==> config.mk <==
export PLATFORM = sky130hd
export DESIGN_NAME = pipelined_carry_adder
export DESIGN_NICKNAME = d
export VERILOG_FILES = /design/src/rtl/pipelined_carry_adder.sv
export SDC_FILE = /design/constraint.sdc
export NUM_CORES = 1
export LEC_CHECK = 0
export BUFFER_PORTS_ARGS = -buffer_cell sky130_fd_sc_hd__buf_2
export CAP_MARGIN = 10
export CORE_MARGIN = 2
export CORE_UTILIZATION = 50
export CTS_CLUSTER_DIAMETER = 150
export DETAILED_ROUTE_END_ITERATION = 8
export HOLD_SLACK_MARGIN = 0.03
export PLACE_DENSITY = 0.76
export SYNTH_ARGS = -nofsm -noshare
export SYNTH_HDL_FRONTEND = slang
export SYNTH_SLANG_ARGS = --single-unit
==> constraint.sdc <==
create_clock -name clk -period 6.62 [get_ports clk]
set_input_delay 1.324 -clock clk [delete_from_list [all_inputs] [get_ports clk]]
set_output_delay 1.324 -clock clk [all_outputs]
set_load 0.01 [all_outputs]
==> src/rtl/pipelined_carry_adder.sv <==
// Pipelined ripple-of-groups adder: one GROUP-bit slice resolved per stage, valid/ready with global enable.
// Define PCA_OVERFLOW_EN to add the signed-overflow output ovf.
module pipelined_carry_adder #(
  parameter int unsigned WIDTH = 32,
  parameter int unsigned GROUP = 8
) (
  input  logic             clk,
  input  logic             rst,
  input  logic             enable,
  input  logic             in_valid,
  output logic             in_ready,
  input  logic [WIDTH-1:0] a,
  input  logic [WIDTH-1:0] b,
  input  logic             cin,
  output logic             out_valid,
  input  logic             out_ready,
  output logic [WIDTH-1:0] sum,
  output logic             cout
`ifdef PCA_OVERFLOW_EN
  ,
  output logic             ovf
`endif
);

  localparam int unsigned REM    = (GROUP == 0) ? 1 : (WIDTH % GROUP);
  localparam int unsigned STAGES = (GROUP == 0 || WIDTH < GROUP) ? 1 : (WIDTH / GROUP);

  if (GROUP == 0 || WIDTH == 0 || REM != 0) begin : g_bad_cfg
    $error("pipelined_carry_adder: WIDTH must be a positive multiple of GROUP");
  end

  // Registered stage state; stage STAGES-1 drives the outputs.
  logic [WIDTH-1:0] a_q [STAGES];
  logic [WIDTH-1:0] b_q [STAGES];
  logic [WIDTH-1:0] s_q [STAGES];
  logic             c_q [STAGES];
  logic             v_q [STAGES];

  // Inputs seen by each stage and its combinational results.
  logic [WIDTH-1:0] op_a    [STAGES];
  logic [WIDTH-1:0] op_b    [STAGES];
  logic [WIDTH-1:0] s_in    [STAGES];
  logic             c_in    [STAGES];
  logic             v_in    [STAGES];
  logic [GROUP:0]   slice_r [STAGES];
  logic [WIDTH-1:0] nxt_s   [STAGES];

`ifdef PCA_OVERFLOW_EN
  logic sa_q  [STAGES];
  logic sb_q  [STAGES];
  logic sa_in [STAGES];
  logic sb_in [STAGES];
  logic ovf_d;
  logic ovf_q;
`endif

  logic advance;

  assign advance   = enable && (!out_valid || out_ready);
  assign in_ready  = advance;
  assign out_valid = v_q[STAGES-1];
  assign sum       = s_q[STAGES-1];
  assign cout      = c_q[STAGES-1];
`ifdef PCA_OVERFLOW_EN
  assign ovf       = ovf_q;
`endif

  always_comb begin
    op_a[0] = a;
    op_b[0] = b;
    c_in[0] = cin;
    v_in[0] = in_valid;
    s_in[0] = '0;
`ifdef PCA_OVERFLOW_EN
    sa_in[0] = a[WIDTH-1];
    sb_in[0] = b[WIDTH-1];
`endif
    for (int unsigned k = 1; k < STAGES; k++) begin
      op_a[k] = a_q[k-1];
      op_b[k] = b_q[k-1];
      c_in[k] = c_q[k-1];
      v_in[k] = v_q[k-1];
      s_in[k] = s_q[k-1];
`ifdef PCA_OVERFLOW_EN
      sa_in[k] = sa_q[k-1];
      sb_in[k] = sb_q[k-1];
`endif
    end
    // Each stage fills in its own slice on top of the lower slices already resolved.
    for (int unsigned k = 0; k < STAGES; k++) begin
      slice_r[k] = {1'b0, op_a[k][k*GROUP +: GROUP]}
                 + {1'b0, op_b[k][k*GROUP +: GROUP]}
                 + {{GROUP{1'b0}}, c_in[k]};
      nxt_s[k] = s_in[k];
      nxt_s[k][k*GROUP +: GROUP] = slice_r[k][GROUP-1:0];
    end
`ifdef PCA_OVERFLOW_EN
    ovf_d = (sa_in[STAGES-1] == sb_in[STAGES-1])
         && (nxt_s[STAGES-1][WIDTH-1] != sa_in[STAGES-1]);
`endif
  end

  always_ff @(posedge clk) begin
    if (rst) begin
      for (int unsigned k = 0; k < STAGES; k++) begin
        v_q[k] <= 1'b0;
        c_q[k] <= 1'b0;
        s_q[k] <= '0;
        a_q[k] <= '0;
        b_q[k] <= '0;
`ifdef PCA_OVERFLOW_EN
        sa_q[k] <= 1'b0;
        sb_q[k] <= 1'b0;
`endif
      end
`ifdef PCA_OVERFLOW_EN
      ovf_q <= 1'b0;
`endif
    end else if (advance) begin
      for (int unsigned k = 0; k < STAGES; k++) begin
        v_q[k] <= v_in[k];
        c_q[k] <= slice_r[k][GROUP];
        s_q[k] <= nxt_s[k];
        a_q[k] <= op_a[k];
        b_q[k] <= op_b[k];
`ifdef PCA_OVERFLOW_EN
        sa_q[k] <= sa_in[k];
        sb_q[k] <= sb_in[k];
`endif
      end
`ifdef PCA_OVERFLOW_EN
      ovf_q <= ovf_d;
`endif
    end
  end

endmodule

==> Word level (Yosys, flattened, before mapping) <==
Memory sizes are Yosys's and may differ from the RTL's.
Cells that the tools add are included.
W data, S select, Z words.
{ "op_classes": {"n_addsub": 8, "n_reduce_logical": 3, "bitwise": 20, "muxes": 25} }
{ "ops": {"columns": ["operator", "n"], "rows": [
  ["$mux W32", 12],
  ["$add A8 B8 Y9", 4],
  ["$add A9 B1 Y9", 4],
  ["$or A1 B1 Y1", 20],
  ["$mux W1", 13],
  ["$logic_and A1 B1 Y1", 1],
  ["$logic_not A1 Y1", 1],
  ["$logic_or A1 B1 Y1", 1]
]} }
{ "word_totals": {"ram_bits": 392, "mem_count": 5, "out_inout_bits": 35, "regBits": 0, "inputBits": 70, "elab_cells": 61} }
{ "mem_list": {"columns": ["memory", "words", "word_bits", "rd", "rd_clocked_by_memory_dff", "write_ports", "line_no", "text"], "rows": [
  ["a_q", 4, 32, 3, 0, 4, "33", "logic [WIDTH-1:0] a_q [STAGES];"],
  ["b_q", 4, 32, 3, 0, 4, "34", "logic [WIDTH-1:0] b_q [STAGES];"],
  ["s_q", 4, 32, 4, 0, 4, "35", "logic [WIDTH-1:0] s_q [STAGES];"],
  ["c_q", 4, 1, 4, 0, 4, "36", "logic c_q [STAGES];"],
  ["v_q", 4, 1, 4, 0, 4, "37", "logic v_q [STAGES];"]
]} }

==> Longest topological paths before layout <==
An unclocked memory read counts as a cell.
{ "logic_depth": {"ltp_word": 8, "mapped_depth": 7, "ltp_nobuf": 7} }

==> Worst setup path after synthesis <==
No wires, ideal clock.
{ "synth_path": {"path_kind": "input port to flip-flop", "startpoint": "input port out_ready", "endpoint": "memory a_q[0][10], enable pin", "path_slack_ns": 2.256, "arrival_ns": 3.896, "required_ns": 6.153, "setup_time_ns": 0.467, "path_stages": 3, "path_buffers": 0, "cell_sequence": "nand2b_1 -> and2_1 -> or2_2"} }
{ "synth_lines": {"columns": ["element", "line_no", "text"], "rows": [
  ["from (decl)", "16", "input logic out_ready,"],
  ["to (decl)", "33", null]
]} }

==> Final worst setup path <==
{ "layout_path": {"startpoint": "input port out_ready", "endpoint": "output port in_ready"} }
{ "layout_between": {"elab_chain_cells": 2} }
{ "layout_rtl": {"columns": ["element", "line_no", "text"], "rows": [
  ["$logic_or A1 B1 Y1", "59", "assign advance = enable && (!out_valid || out_ready);"],
  ["$logic_and A1 B1 Y1", "59", null],
  ["to (decl)", "11", "output logic in_ready,"]
]} }
Every way passes these cells.

==> impl_metrics.prom <==
# TYPE chip_impl_metric gauge
chip_impl_metric{name="routed-via-count",unit=""} 4280
chip_impl_metric{name="postCtsHoldBufs",unit=""} 0
chip_impl_metric{name="firstDrtPassIters",unit=""} 4
chip_impl_info{name="end_kind",value="primary output"} 1
chip_impl_metric{name="reg2reg_slack",unit="ns"} 4.07
chip_impl_metric{name="gpl.final_weighted_congestion",unit=""} 0.868
chip_impl_metric{name="slew_headroom",unit="%"} 27.8
chip_impl_info{name="reg_to_reg_start",value="v_q[0][3]"} 1
chip_impl_info{name="cts_tree",value="done"} 1
chip_impl_metric{name="cts.sinks",unit=""} 184
chip_impl_metric{name="number_of_enable_type_register_cells_in_the_synthesized_netlist",unit=""} 184
chip_impl_metric{name="routed_via_density",unit=""} 4.91
chip_impl_metric{name="std_cell_rows",unit=""} 46
chip_impl_metric{name="syn-cell-area",unit="um^2"} 7970
chip_impl_metric{name="globalRouteTotalUtil",unit="%"} 14.6
chip_impl_metric{name="postSynthAreaPerCell",unit="um^2"} 14.8
chip_impl_metric{name="remaining_drc_errors",unit=""} 0
chip_impl_metric{name="grt_overflow",unit=""} 0
chip_impl_metric{name="die_height",unit="um"} 130
chip_impl_metric{name="worst_hold_path.num_cells",unit=""} 1
chip_impl_metric{name="worst-path-max-fanout",unit=""} 3
chip_impl_info{name="grt_setup_unrepaired",value="false"} 1
chip_impl_info{name="cp-start-kind",value="input pin"} 1
chip_impl_metric{name="dp_worst_setup_slack",unit="ns"} 3.11
chip_impl_metric{name="first_global_vias",unit=""} 4127
chip_impl_metric{name="design.die.area",unit="um^2"} 17000
chip_impl_metric{name="post-synth-top-area-fraction",unit="%"} 69.3
chip_impl_info{name="netlist_top_cells_area",value="edfxtp_1 69%, and2_1 12%, ha_1 4.4%, fa_1 2.0%, nor2_1 0.99%"} 1
chip_impl_info{name="run_status",value="finished clean"} 1
chip_impl_metric{name="slew_violations",unit=""} 0
chip_impl_info{name="layout.cells.most_common_list",value="184 x edfxtp_1, 156 x and2_1, 104 x buf_2, 28 x ha_1, 21 x nor2_1"} 1
chip_impl_metric{name="antenna_found_initial",unit=""} 0
chip_impl_metric{name="skew",unit="ns"} 0.0159
chip_impl_metric{name="async_reset_ff_share",unit="%"} 0
chip_impl_info{name="hold_start",value="s_q[0][43]"} 1
chip_impl_metric{name="worst_skew_pair.late_latency",unit="ns"} 0.43
chip_impl_metric{name="drive_gt1_share",unit="%"} 21.7
chip_impl_metric{name="crit_path_setup_slack_layout",unit="ns"} 3.41
chip_impl_info{name="worst-setup-path-type",value="in2out"} 1
chip_impl_metric{name="wirelength",unit="mm"} 11.8
chip_impl_info{name="ys.flop_type",value="edfxtp_1"} 1
chip_impl_metric{name="synth_seq_cells",unit=""} 184
chip_impl_metric{name="post_synth_inst_count",unit=""} 539
chip_impl_metric{name="final_antenna_net_count",unit=""} 0
chip_impl_metric{name="cts_made_buffers",unit=""} 17
chip_impl_metric{name="grt_first_pass_wirelength",unit="mm"} 18.8
chip_impl_metric{name="max-vdd-ir-drop",unit="uV"} 172
chip_impl_metric{name="post-cts-setup-buffer-count",unit=""} 0
chip_impl_metric{name="routedWlPerCell",unit="um"} 13.6
chip_impl_metric{name="clock_tree.htree_level_count",unit=""} 4
chip_impl_metric{name="grt_start_max_net_pins",unit=""} 129
chip_impl_metric{name="flow.area_growth_from_synthesis",unit="%"} 16.5
chip_impl_metric{name="fin_setup_tns",unit="ns"} 0
chip_impl_info{name="layout_commonest_cell",value="edfxtp_1"} 1
chip_impl_metric{name="ioPinCount",unit=""} 105
chip_impl_metric{name="report.power.total",unit="uW"} 2640
chip_impl_metric{name="yosysWarnings",unit=""} 0
chip_impl_metric{name="leakage",unit="uW"} 0.00382
chip_impl_metric{name="timing.fmax",unit="MHz"} 311
chip_impl_metric{name="hold_viol",unit=""} 0
chip_impl_metric{name="port_buffers",unit=""} 104
chip_impl_metric{name="report.final.setup_viol",unit=""} 0
chip_impl_metric{name="path_clk_slew",unit="ns"} 0.07
chip_impl_metric{name="synthesis.nets",unit=""} 645
chip_impl_info{name="capture_endpoint_of_the_worst_hold_path",value="s_q[0][75]"} 1
chip_impl_metric{name="synthDistinctLibCells",unit=""} 41
chip_impl_metric{name="die_width",unit="um"} 130
chip_impl_info{name="synthDominantAreaCellType",value="edfxtp_1"} 1
chip_impl_metric{name="design.final.nets",unit=""} 748
chip_impl_metric{name="slew_at_the_pin_closest_to_its_max_slew_limit",unit="ns"} 1.08
chip_impl_metric{name="fin_crit_sh",unit="%"} 48.5
chip_impl_metric{name="required",unit="ns"} 5.30
chip_impl_metric{name="synth_sequential_area_ratio",unit="%"} 69.3
chip_impl_info{name="root_buffer",value="clkbuf_16"} 1
chip_impl_metric{name="core_region_area",unit="um^2"} 15700
chip_impl_metric{name="floorplan.initialDensity",unit="%"} 50.7
chip_impl_metric{name="antenna_cells_inserted",unit=""} 0
chip_impl_metric{name="dp.final_hpwl",unit="mm"} 7.70
chip_impl_info{name="crit-reg2reg-capture",value="s_q[0][1]"} 1
chip_impl_metric{name="p_per_area",unit="nW/um^2"} 285
chip_impl_metric{name="first_iteration_detailed_routing_drc_count",unit=""} 376
chip_impl_info{name="min-delay-path-class",value="reg2reg"} 1
chip_impl_metric{name="worst_ep_arrival_time",unit="ns"} 1.89
chip_impl_metric{name="cap_viol_max_count",unit=""} 0
chip_impl_metric{name="post_cts_resize_count",unit=""} 0
chip_impl_metric{name="cts.path.max_buffers",unit=""} 2
chip_impl_metric{name="final.min_clock_period",unit="ns"} 3.21
chip_impl_metric{name="depth_of_the_worst_register_to_register_path",unit=""} 4
## cell type report
| class | count | area, um^2 |
|---|---|---|
| clock buffers | 18 | 429 |
| clock inverters | 14 | 174 |
| fillers | 1195 | 6420 |
| inverters | 8 | 30.0 |
| multi-input cells | 325 | 2310 |
| flip-flops and latches | 184 | 5530 |
| well taps | 216 | 270 |
| repair buffers | 106 | 548 |
## worst max-delay path: stages
cell and delay, ns:
buf_2 0.09, nand2b_1 0.16, and2_1 0.18, buf_2 0.14
## Yosys cell counts (3+ instances only)
cell	instances
edfxtp_1	184
nor3_1	6
clkbuf_2	11
ha_1	28
inv_1	8
o21ai_0	11
nor2_1	21
and2_1	156
buf_2	5
o21bai_1	3
fa_1	8
mux2i_1	5
o21a_1	7
a21oi_1	12
o31a_1	5
nand2_1	12
nand2b_1	7
a211oi_1	4
xnor2_1	7
clkbuf_1	4
nand3_1	6
or3_1	3
## layer usage
layer	vias up	GRT usage, %	wire (um)
met4	0	8.03	263
met1	1990	19.0	5240
met2	121	22.1	5660
met5	-	0	0
li1	2142	-	-
met3	27	4.39	679
## cell families after synthesis
logic type      count (synthesis)  synth area share, %
simple gates                  218                 16.1
xor+xnor                        9                0.989
flops                         184                 69.3
buf+inv                        30                 1.76
fa+ha+maj                      36                 6.40
compound gates                 57                 4.83
mux                             5                0.628
## flip-flops by register name (all words and copies together), names as in the netlist
name and count:
s_q 80, a_q 48, b_q 48, c_q 4, v_q 4
## power by group
part / total, uW / switching, uW / internal (uW)
clock network: 1020 / 420 / 596
logic: 223 / 127 / 96.2
registers: 1410 / 23.1 / 1380
## per-stage QoR
stage               instances  hold slack, ns  util [%]  cell area, um^2
global placement          839           0.499      55.3             8690
finish                    871           0.513      59.1             9290
floorplan                 539           0.497         -             7970
global route              871           0.530      59.1             9290
CTS                       871           0.515      59.1             9290
detailed placement        839           0.502      55.3             8690
## worst max-delay path by stage
stage,depth (start not counted),end,startpoint
2_1_floorplan,3,a_q[0][10],out_ready
3_3_place_gp,5,s_q[0][97],out_ready
4_1_cts,4,in_ready,out_ready
3_5_place_dp,5,s_q[0][5],out_ready
5_1_grt,4,in_ready,out_ready
6_report,4,in_ready,out_ready
(Power assumes the default switching activity.)
